$ cat src/rtl/sonar_pkg.sv
// Shared types and constants for the sonar round-robin scheduler.
package sonar_pkg;

  typedef enum logic [1:0] {
    ST_IDLE   = 2'd0,
    ST_SELECT = 2'd1,
    ST_FIRE   = 2'd2,
    ST_WAIT   = 2'd3
  } sched_state_t;

  localparam int DEFAULT_SLOT_CYCLES = 3_000_000;
  // Shortest slot that still contains the full sr04 internal timeout.
  localparam int MIN_SLOT_CYCLES     = (1 << 19) + 1024;
  localparam int DIST_W              = 8;

  function automatic int idx_width(input int n);
    return (n > 1) ? $clog2(n) : 1;
  endfunction

endpackage

$ cat src/rtl/sonar_rr_pick.sv
// Combinational round-robin finder: lowest set mask bit at or after start,
// wrapping modulo N.
module sonar_rr_pick
  import sonar_pkg::*;
#(
  parameter int N     = 4,
  parameter int IDX_W = idx_width(N)
) (
  input  logic [N-1:0]     mask,
  input  logic [IDX_W-1:0] start,
  output logic [IDX_W-1:0] idx,
  output logic             found,
  output logic             wrapped
);

  logic [2*N-1:0]   mask2;
  logic [N-1:0]     rot;
  logic [IDX_W-1:0] off;
  logic [IDX_W:0]   sum;

  // Rotate so that bit 0 of rot corresponds to the start index.
  assign mask2 = {mask, mask};
  assign rot   = N'(mask2 >> start);
  assign found = |mask;

  always_comb begin
    off = '0;
    for (int k = N - 1; k >= 0; k--) begin
      if (rot[k]) off = IDX_W'(k);
    end
  end

  assign sum = {1'b0, start} + {1'b0, off};

  always_comb begin
    wrapped = 1'b0;
    idx     = sum[IDX_W-1:0];
    if (sum >= (IDX_W+1)'(N)) begin
      wrapped = found;
      idx     = IDX_W'(sum - (IDX_W+1)'(N));
    end
  end

endmodule

$ cat src/rtl/sonar_sched.sv
// Round-robin fire/listen scheduler for a bank of sr04 sonar front-ends;
// one sensor owns each fixed-length slot and its first valid is latched.
module sonar_sched
  import sonar_pkg::*;
#(
  parameter int NUM_SONAR   = 4,
  parameter int SLOT_CYCLES = DEFAULT_SLOT_CYCLES,
  parameter int IDX_W       = idx_width(NUM_SONAR)
) (
  input  logic                          clk,
  input  logic                          reset,
  input  logic                          enable,
  input  logic [NUM_SONAR-1:0]          sonar_mask,
  output logic [NUM_SONAR-1:0]          sync_out,
  input  logic [NUM_SONAR-1:0]          sr_valid,
  input  logic [DIST_W*NUM_SONAR-1:0]   sr_dist,
  output logic [DIST_W*NUM_SONAR-1:0]   dist_out,
  output logic [NUM_SONAR-1:0]          new_data,
  input  logic [NUM_SONAR-1:0]          new_clr,
  output logic [NUM_SONAR-1:0]          timeout_flag,
  output logic [IDX_W-1:0]              active_idx,
  output logic                          busy,
  output logic                          cycle_done
);

  localparam int               CNT_W     = $clog2(SLOT_CYCLES);
  localparam logic [CNT_W-1:0] SLOT_LAST = CNT_W'(SLOT_CYCLES - 2);
  localparam logic [IDX_W-1:0] LAST_IDX  = IDX_W'(NUM_SONAR - 1);

  sched_state_t          state_reg;
  logic [IDX_W-1:0]      active_idx_reg;
  logic [IDX_W-1:0]      start_reg;
  logic                  first_reg;
  logic                  captured_reg;
  logic [CNT_W-1:0]      count_reg;
  logic [NUM_SONAR-1:0]  sync_reg;
  logic [NUM_SONAR-1:0]  new_data_reg;
  logic [NUM_SONAR-1:0]  timeout_reg;
  logic                  cycle_done_reg;
  logic [DIST_W-1:0]     dist_reg    [NUM_SONAR];
  logic [DIST_W-1:0]     sr_dist_arr [NUM_SONAR];
  logic [NUM_SONAR-1:0]  new_set;

  logic [IDX_W-1:0]      pick_idx;
  logic                  pick_found;
  logic                  pick_wrapped;
  logic                  hit;

  sonar_rr_pick #(
    .N     (NUM_SONAR),
    .IDX_W (IDX_W)
  ) u_pick (
    .mask    (sonar_mask),
    .start   (start_reg),
    .idx     (pick_idx),
    .found   (pick_found),
    .wrapped (pick_wrapped)
  );

  // First valid from the slot owner only; later ones in the slot are dropped.
  assign hit = (state_reg == ST_WAIT) && sr_valid[active_idx_reg] && !captured_reg;

  generate
    for (genvar gi = 0; gi < NUM_SONAR; gi++) begin : g_lane
      assign sr_dist_arr[gi]                = sr_dist[gi*DIST_W +: DIST_W];
      assign dist_out[gi*DIST_W +: DIST_W]  = dist_reg[gi];
      assign new_set[gi]                    = hit && (active_idx_reg == IDX_W'(gi));
    end
  endgenerate

  always_ff @(posedge clk) begin
    if (reset) begin
      state_reg      <= ST_IDLE;
      active_idx_reg <= '0;
      start_reg      <= '0;
      first_reg      <= 1'b0;
      captured_reg   <= 1'b0;
      count_reg      <= '0;
      sync_reg       <= '0;
      new_data_reg   <= '0;
      timeout_reg    <= '0;
      cycle_done_reg <= 1'b0;
      for (int i = 0; i < NUM_SONAR; i++) dist_reg[i] <= '0;
    end else begin
      sync_reg       <= '0;
      cycle_done_reg <= 1'b0;
      // A capture wins over a same-cycle clear on the same bit.
      new_data_reg   <= (new_data_reg & ~new_clr) | new_set;

      if (hit) begin
        dist_reg[active_idx_reg]    <= sr_dist_arr[active_idx_reg];
        timeout_reg[active_idx_reg] <= 1'b0;
        captured_reg                <= 1'b1;
      end

      case (state_reg)
        ST_IDLE: begin
          if (enable && (|sonar_mask)) begin
            state_reg <= ST_SELECT;
            start_reg <= '0;
            first_reg <= 1'b1;
          end
        end

        ST_SELECT: begin
          if (!pick_found) begin
            state_reg <= ST_IDLE;
          end else begin
            active_idx_reg <= pick_idx;
            sync_reg       <= NUM_SONAR'(1) << pick_idx;
            // Chosen index <= previous one exactly when the search wrapped,
            // or when the previous slot was the top index (search restarted at 0).
            cycle_done_reg <= !first_reg && (pick_wrapped || active_idx_reg == LAST_IDX);
            first_reg      <= 1'b0;
            state_reg      <= ST_FIRE;
          end
        end

        ST_FIRE: begin
          count_reg    <= '0;
          captured_reg <= 1'b0;
          state_reg    <= ST_WAIT;
        end

        ST_WAIT: begin
          if (count_reg == SLOT_LAST) begin
            if (!captured_reg && !hit) timeout_reg[active_idx_reg] <= 1'b1;
            start_reg <= (active_idx_reg == LAST_IDX) ? '0 : active_idx_reg + IDX_W'(1);
            state_reg <= enable ? ST_SELECT : ST_IDLE;
          end else begin
            count_reg <= count_reg + CNT_W'(1);
          end
        end

        default: state_reg <= ST_IDLE;
      endcase
    end
  end

  assign sync_out     = sync_reg;
  assign new_data     = new_data_reg;
  assign timeout_flag = timeout_reg;
  assign active_idx   = active_idx_reg;
  assign busy         = (state_reg != ST_IDLE);
  assign cycle_done   = cycle_done_reg;

endmodule
$ cat config.mk
export PLATFORM = sky130hd
export DESIGN_NAME = sonar_sched
export DESIGN_NICKNAME = d
export VERILOG_FILES = /design/src/rtl/sonar_pkg.sv /design/src/rtl/sonar_rr_pick.sv /design/src/rtl/sonar_sched.sv
export SDC_FILE = /design/constraint.sdc
export NUM_CORES = 1
export LEC_CHECK = 0
export BUFFER_PORTS_ARGS = -buffer_cell sky130_fd_sc_hd__buf_2
export CORE_MARGIN = 2
export CORE_UTILIZATION = 53
export CTS_CLUSTER_SIZE = 10
export DETAILED_ROUTE_END_ITERATION = 16
export PLACE_DENSITY = 0.81
export SLEW_MARGIN = 15
export SYNTH_ARGS = -nofsm -noshare
export SYNTH_HDL_FRONTEND = slang
export SYNTH_SLANG_ARGS = --single-unit
$ cat constraint.sdc
create_clock -name clk -period 3 [get_ports clk]
set_clock_uncertainty 0.05 [all_clocks]
set_input_delay 0.3 -clock clk [delete_from_list [all_inputs] [get_ports clk]]
set_output_delay 0.3 -clock clk [all_outputs]
set_load 0.02 [all_outputs]
==> Word-level counts from Yosys, hierarchy flattened <==
Memories as Yosys holds them, arrays and structs flattened.
Cells that the tools add are included.
{ "word_totals": {"register_bits": 43, "ram_bits": 32, "mem_count": 1, "out_inout_bits": 48, "inputBits": 47} }
{ "op_classes": {"n_mux": 40, "reduce_logical": 29, "n_eq_ne": 11, "shifts": 2, "bitwise_logic": 9, "n_addsub": 4, "magnitude_cmp": 4} }
{ "memory_table": {"columns": ["name", "depth", "width", "rd", "rd_ports_with_merged_regs", "wr", "line", "source"], "rows": [
  ["dist_reg", 4, 8, 4, 0, 4, "sonar_sched.sv:40", "logic [DIST_W-1:0] dist_reg [NUM_SONAR];"]
]} }
{ "op_table": {"columns": ["operator", "n"], "rows": [
  ["$pmux 22 s2", 1],
  ["$mux 2", 12],
  ["$mux 8", 3],
  ["$add 22x1->22 const B", 1],
  ["$eq 22x22->1 const B", 1],
  ["$mux 22", 1],
  ["$mux 4", 5],
  ["$bmux 8 s2", 1],
  ["$mux 1", 12],
  ["$logic_and 1x1->1", 10],
  ["$and 4x4->4", 2],
  ["$eq 2x2->1 const B", 4],
  ["$not 4->4", 2],
  ["$or 4x4->4", 2],
  ["$pmux 2 s4", 1],
  ["$reduce_bool 2->1", 4],
  ["$reduce_or 8->1", 1],
  ["$shr 8x2->4", 1],
  ["$ge 3x3->1 const B", 2],
  ["$ne 2x2->1 const B", 3],
  ["$reduce_and 2->1", 3],
  ["$reduce_and 3->1", 2],
  ["$eq 2x1->1 const B", 2],
  ["$logic_not 2->1", 2],
  ["other kinds (18)", 21]
]} }

==> Logic depth before layout (Yosys ltp) <==
{ "logic_depth": {"depth_word": 12, "ltp_mapped": 10} }

==> Hierarchy <==
From an unflattened synthesis, not the netlist that was laid out.
{ "hier_totals": {"hier_cells": 353, "area_unflattened_um2": 3724.8} }
{ "by_module_without_submodules": {"columns": ["mod", "seq_area_each_um2", "area_per_inst_um2", "n_inst", "cells_each"], "rows": [
  ["sonar_sched", 1821.7, 3529.6, 1, 324],
  ["sonar_rr_pick", 0.0, 195.2, 1, 29]
]} }

==> Least setup slack after synthesis <==
OpenSTA, ideal clock, no wires.
{ "synth_timing": {"path_type": "register -> register", "startpoint": "reg active_idx_reg[0] (netlist: active_idx[0])", "endpoint": "mem dist_reg[0][0] (data pin)", "slack_ns": 0.710, "t_arrival_ns": 1.986, "setup_ns": 0.255, "path_stages_with_launch": 8, "t_required_ns": 2.695, "synth_period_minus_slack_ns": 2.290, "cell_sequence": "dfxtp_1 buf_2 mux4_2 nor3b_4 nand2b_1 buf_2 nor3_4 and2_1"} }
{ "synth_rtl": {"columns": ["item", "line", "source"], "rows": [
  ["start: declaration", "sonar_sched.sv:31", "logic [IDX_W-1:0] active_idx_reg;"],
  ["start signal: assignment", "sonar_sched.sv:109", "active_idx_reg <= pick_idx;"],
  ["end: declaration", "sonar_sched.sv:40", null]
]} }

==> Final worst setup path <==
{ "layout_timing": {"startpoint": "reg count_reg[1]", "endpoint": "reg count_reg[1]"} }
{ "layout_between": {"elab_chain_cells": 3} }
{ "layout_lines": {"columns": ["item", "line", "source"], "rows": [
  ["start: declaration", "sonar_sched.sv:35", "logic [CNT_W-1:0] count_reg;"],
  ["start signal: assignment", "sonar_sched.sv:131", "count_reg <= count_reg + CNT_W'(1);"],
  ["$add 22x1->22 or $eq 22x22->1 (tied branches)", "sonar_sched.sv:131, sonar_sched.sv:126", null],
  ["$mux 22 or $ne 2x2->1 (tied branches)", null, null],
  ["$pmux 22 s2 or $reduce_and 2->1 (tied branches)", null, null]
]} }
Parallel ways exist; a longest one is shown, timed or not. The select of a mux whose other input is x is not followed.
A chain may end at the register's enable or synchronous reset.

==> run summary <==
The flow ran to the end, and the final reports show no timing, DRC or antenna violations. Global routing finished with a remaining overflow of 0. The number of antenna cells inserted is 0.

The total negative slack for setup checks came out at 0 ns. The number of distinct standard cells referenced by the synthesized netlist came out at 56. At the placement stage, the worst setup path has a slack of 0.729 ns. The number of antenna violations at the first check in global routing is 0. The number of hold violations in the final report is 0. The origin of the worst setup path is count_reg[1]$_SDFFE_PP0P_.

The total number of yosys warnings came out at 0. Buffers inserted during clock tree synthesis total 9. The actual transition at the worst max-transition pin is 0.565 ns. The power density over cell area came out at 456 nW/µm². The area added between synthesis and finish came out at 19.3%. The total detailed-routing wirelength is 8950 µm. The number of flops mapped to enable cells by yosys is 32. The final routed DRC violation total is 0. The number of nets in the final layout is 516. The arrival time at the worst endpoint came out at 2.51 ns. The global placement routability congestion is 0.892.

The synthesized instance count came out at 368. The worst hold path belongs to the class input pin to register. In this run the most critical hold path is launched from new_clr[3]. The register bit count reported by yosys is 75.

The required time at the worst-slack endpoint is 3.17 ns. The average detailed-routed wire length per instance is 15.9 µm. The core box area came out at 6830 µm². The pin count of the biggest net entering global routing is 27. For this configuration, the core starts out at a cell density of 54.9%. The critical path in this run is classified as register to register. CTS saw 75 sinks. The share of the clock period used by the worst path is 78.1%. The estimated wirelength of the detail-placed design came out at 6670 µm. The number of top-level design ports came out at 95. The worst setup path is captured at a register. The clock latency of the later-clocked register in the worst-skew pair is 0.35 ns. Buffers added to address setup during post-CTS repair amount to 0. The via count normalized by instance count came out at 5.66. The initialized floorplan defines 30 standard-cell rows. The number of failing setup endpoints in the final timing report is 0. The number of levels in the clock H-tree is 3. In this run the vertical extent of the chip is 88.1 µm. Once layout is complete, the utilization of the core stands at 65.5%.

The largest buffer count on any clock path is 2. Summing over every cut layer, the via total after detailed routing is 3182. The critical path goes through ha_1, or3b_2, or4_4, o21ai_0, a2bb2oi_1, o32ai_1. The global-route usage over all layers came out at 24.0%. The net count after synthesis came out at 423. Of the synthesized area, sequential elements account for 48.5%. IR analysis of the VDD net gives a maximum drop of 302 µV. The detailed router finished its first iteration with 223 violations.

The clock tree from TritonCTS is built. The quantity of I/O buffers inserted on ports is 94. The global-route wire length before repair is 14100 µm. In this run the critical register-to-register path is launched from count_reg[1]$_SDFFE_PP0P_. The number of global-route vias before repair is 2903. The fraction of layout cells with a size suffix above 1 is 30.0%. The number of buffers and inverters on the critical path came out at 0. The floorplan step defined a die boundary enclosing 7770 µm². The mapped cell area is 3750 µm². The fmax is 427 MHz.

The worst path in the final design needs a cycle of 2.34 ns, including I/O delays and setup. The primary flip-flop cell chosen by synthesis mapping is dfxtp_1. The worst setup path is launched from a register. The largest individual stage delay along the critical path comes from the cell dfxtp_1. Setup repair after global routing left no endpoint under its margin. The die outline width came out at 88.1 µm. The total of cells resized after clock tree synthesis is 0. The max-slew violation count came out at 0. The count of TritonRoute iterations in the first routing pass is 5. On the worst path, the slowest cell contributes a delay of 0.46 ns. The remaining max-slew budget at the tightest pin is 62.0%. The reported leakage power came out at 0.00170 µW. The overall power came out at 2040 µW. Grouping stages by cell kind, the critical path spends the most delay in simple AND/OR/NAND/NOR gates. Clock-pin slew was measured on the worst setup and hold paths at 0.07 ns. The number of hold-repair buffers added at the cts stage is 0. The share of async-settable or async-resettable flops after synthesis came out at 0%. The number of flip-flops in the largest register came out at 32. In this run the clock root is driven by a clkbuf_8. The remaining antenna violation count after routing came out at 0. The mean instance size in the synthesized netlist came out at 10.2 µm². The total of max-cap violations is 0. The worst setup slack after layout came out at 0.658 ns.

The top fanout value on the critical path is 8.
[power breakdown]
group	switching (µW)	total (µW)	internal (µW)	leakage, µW
logic	159	266	108	0.000944
clock network	368	664	296	0.0000807
registers	21.9	1110	1090	0.000678
[routing by layer]
metal | vias to the layer above | wire length, µm | GRT usage, %
li1 | 1534 | - | -
met5 | - | 0 | 0
met1 | 1518 | 3990 | 31.0
met2 | 118 | 4310 | 40.0
met4 | 0 | 144 | 10.3
met3 | 12 | 504 | 3.68
[cell type report]
cell class	instances	area (µm²)
fill	565	2360
sequential	75	1820
multi-input combinational	261	1800
timing repair buffer	101	523
clock buffer	11	131
tap	96	120
inverter	13	48.8
clock inverter	5	30.0
[cell families after synthesis]
kind of cell,share of synthesized area (%)
buffers and inverters,3.47
muxes,7.30
AOI/OAI and AO/OA,10.2
DFF,48.5
xor gates and xnor gates,1.63
adders and majority gates,2.87
and+or+nand+nor,26.0
[cells in the final DEF (no fill, tap or decap), types with 3 or more instances in the layout]
cell	netlist	final
or4_1	5	5
a31o_2	4	4
nor3_1	11	11
nor2b_1	9	9
o211ai_1	4	4
a21oi_1	18	18
mux4_2	9	9
nand2b_1	7	7
or2_2	5	5
nand2_1	29	29
inv_1	12	12
or3_1	3	3
nand4_1	6	6
a22oi_1	4	4
xnor2_1	6	6
nand3_1	16	16
buf_4	1	7
and2_1	24	24
edfxtp_1	32	32
a31oi_1	3	3
o311ai_0	3	3
nor2_1	34	34
buf_2	5	94
nor4_1	8	8
clkbuf_8	0	9
ha_1	7	7
o21ai_0	8	8
mux2i_1	6	6
o32ai_1	3	3
dfxtp_1	43	43
[through the flow]
step                      cell area (µm²)  std cells  hold WS [ns]
after floorplan                      3750        368         0.350
after global placement               4310        546         0.363
after detailed placement             4310        546         0.364
after CTS                            4480        562         0.161
after global routing                 4480        562         0.163
final                                4480        562         0.165
[worst register-to-register path: cells and delay by family, from the launching register on]
| family | cells | cell delay, ns |
|---|---|---|
| adder cells (fa/ha/maj) | 1 | 0.18 |
| flip-flops | 1 | 0.46 |
| AO/OA/AOI/OAI | 3 | 0.62 |
| AND/OR/NAND/NOR | 2 | 0.90 |
[synthesized netlist by cell type (2+ instances only)]
library cell   n  area share, %
or2_2          5           0.83
nand2b_1       7            1.2
and2_1        24            4.0
ha_1           7            2.3
nand2_1       29            2.9
nor4b_1        2           0.47
and3_1         2           0.33
a211oi_1       2           0.40
nor4_1         8            1.3
buf_1          2           0.20
a31oi_1        3           0.50
nor3_1        11            1.5
o32ai_1        3           0.70
buf_2          5           0.67
o311ai_0       3           0.70
nand4_1        6            1.0
a31o_2         4           0.93
or3_1          3           0.50
dfxtp_1       43             23
nand3_1       16            2.1
a22oi_1        4           0.80
clkbuf_1      11            1.1
or4_1          5            1.0
xnor2_1        6            1.4
o211ai_1       4           0.80
mux4_2         9            5.4
nor2_1        34            3.4
o21ai_0        8            1.1
mux2i_1        6            1.6
nor2b_1        9            1.5
edfxtp_1      32             26
o21a_1         2           0.40
inv_1         12            1.2
a21oi_1       18            2.4
nor3_4         2           0.87
[path summary, 6_finish.rpt]
| kind | endpoint | slack, ns | depth (start not counted) |
|---|---|---|---|
| setup / recovery | count_reg[1]$_SDFFE_PP0P_ | 0.66 | 6 |
| hold / removal | new_data[3]$_SDFF_PP0_ | 0.16 | 3 |
| setup reg to reg | count_reg[1]$_SDFFE_PP0P_ | 0.66 | 6 |
| hold reg to reg | cycle_done$_SDFF_PP0_ | 0.38 | 1 |
Power figures use the tool's default switching activity.
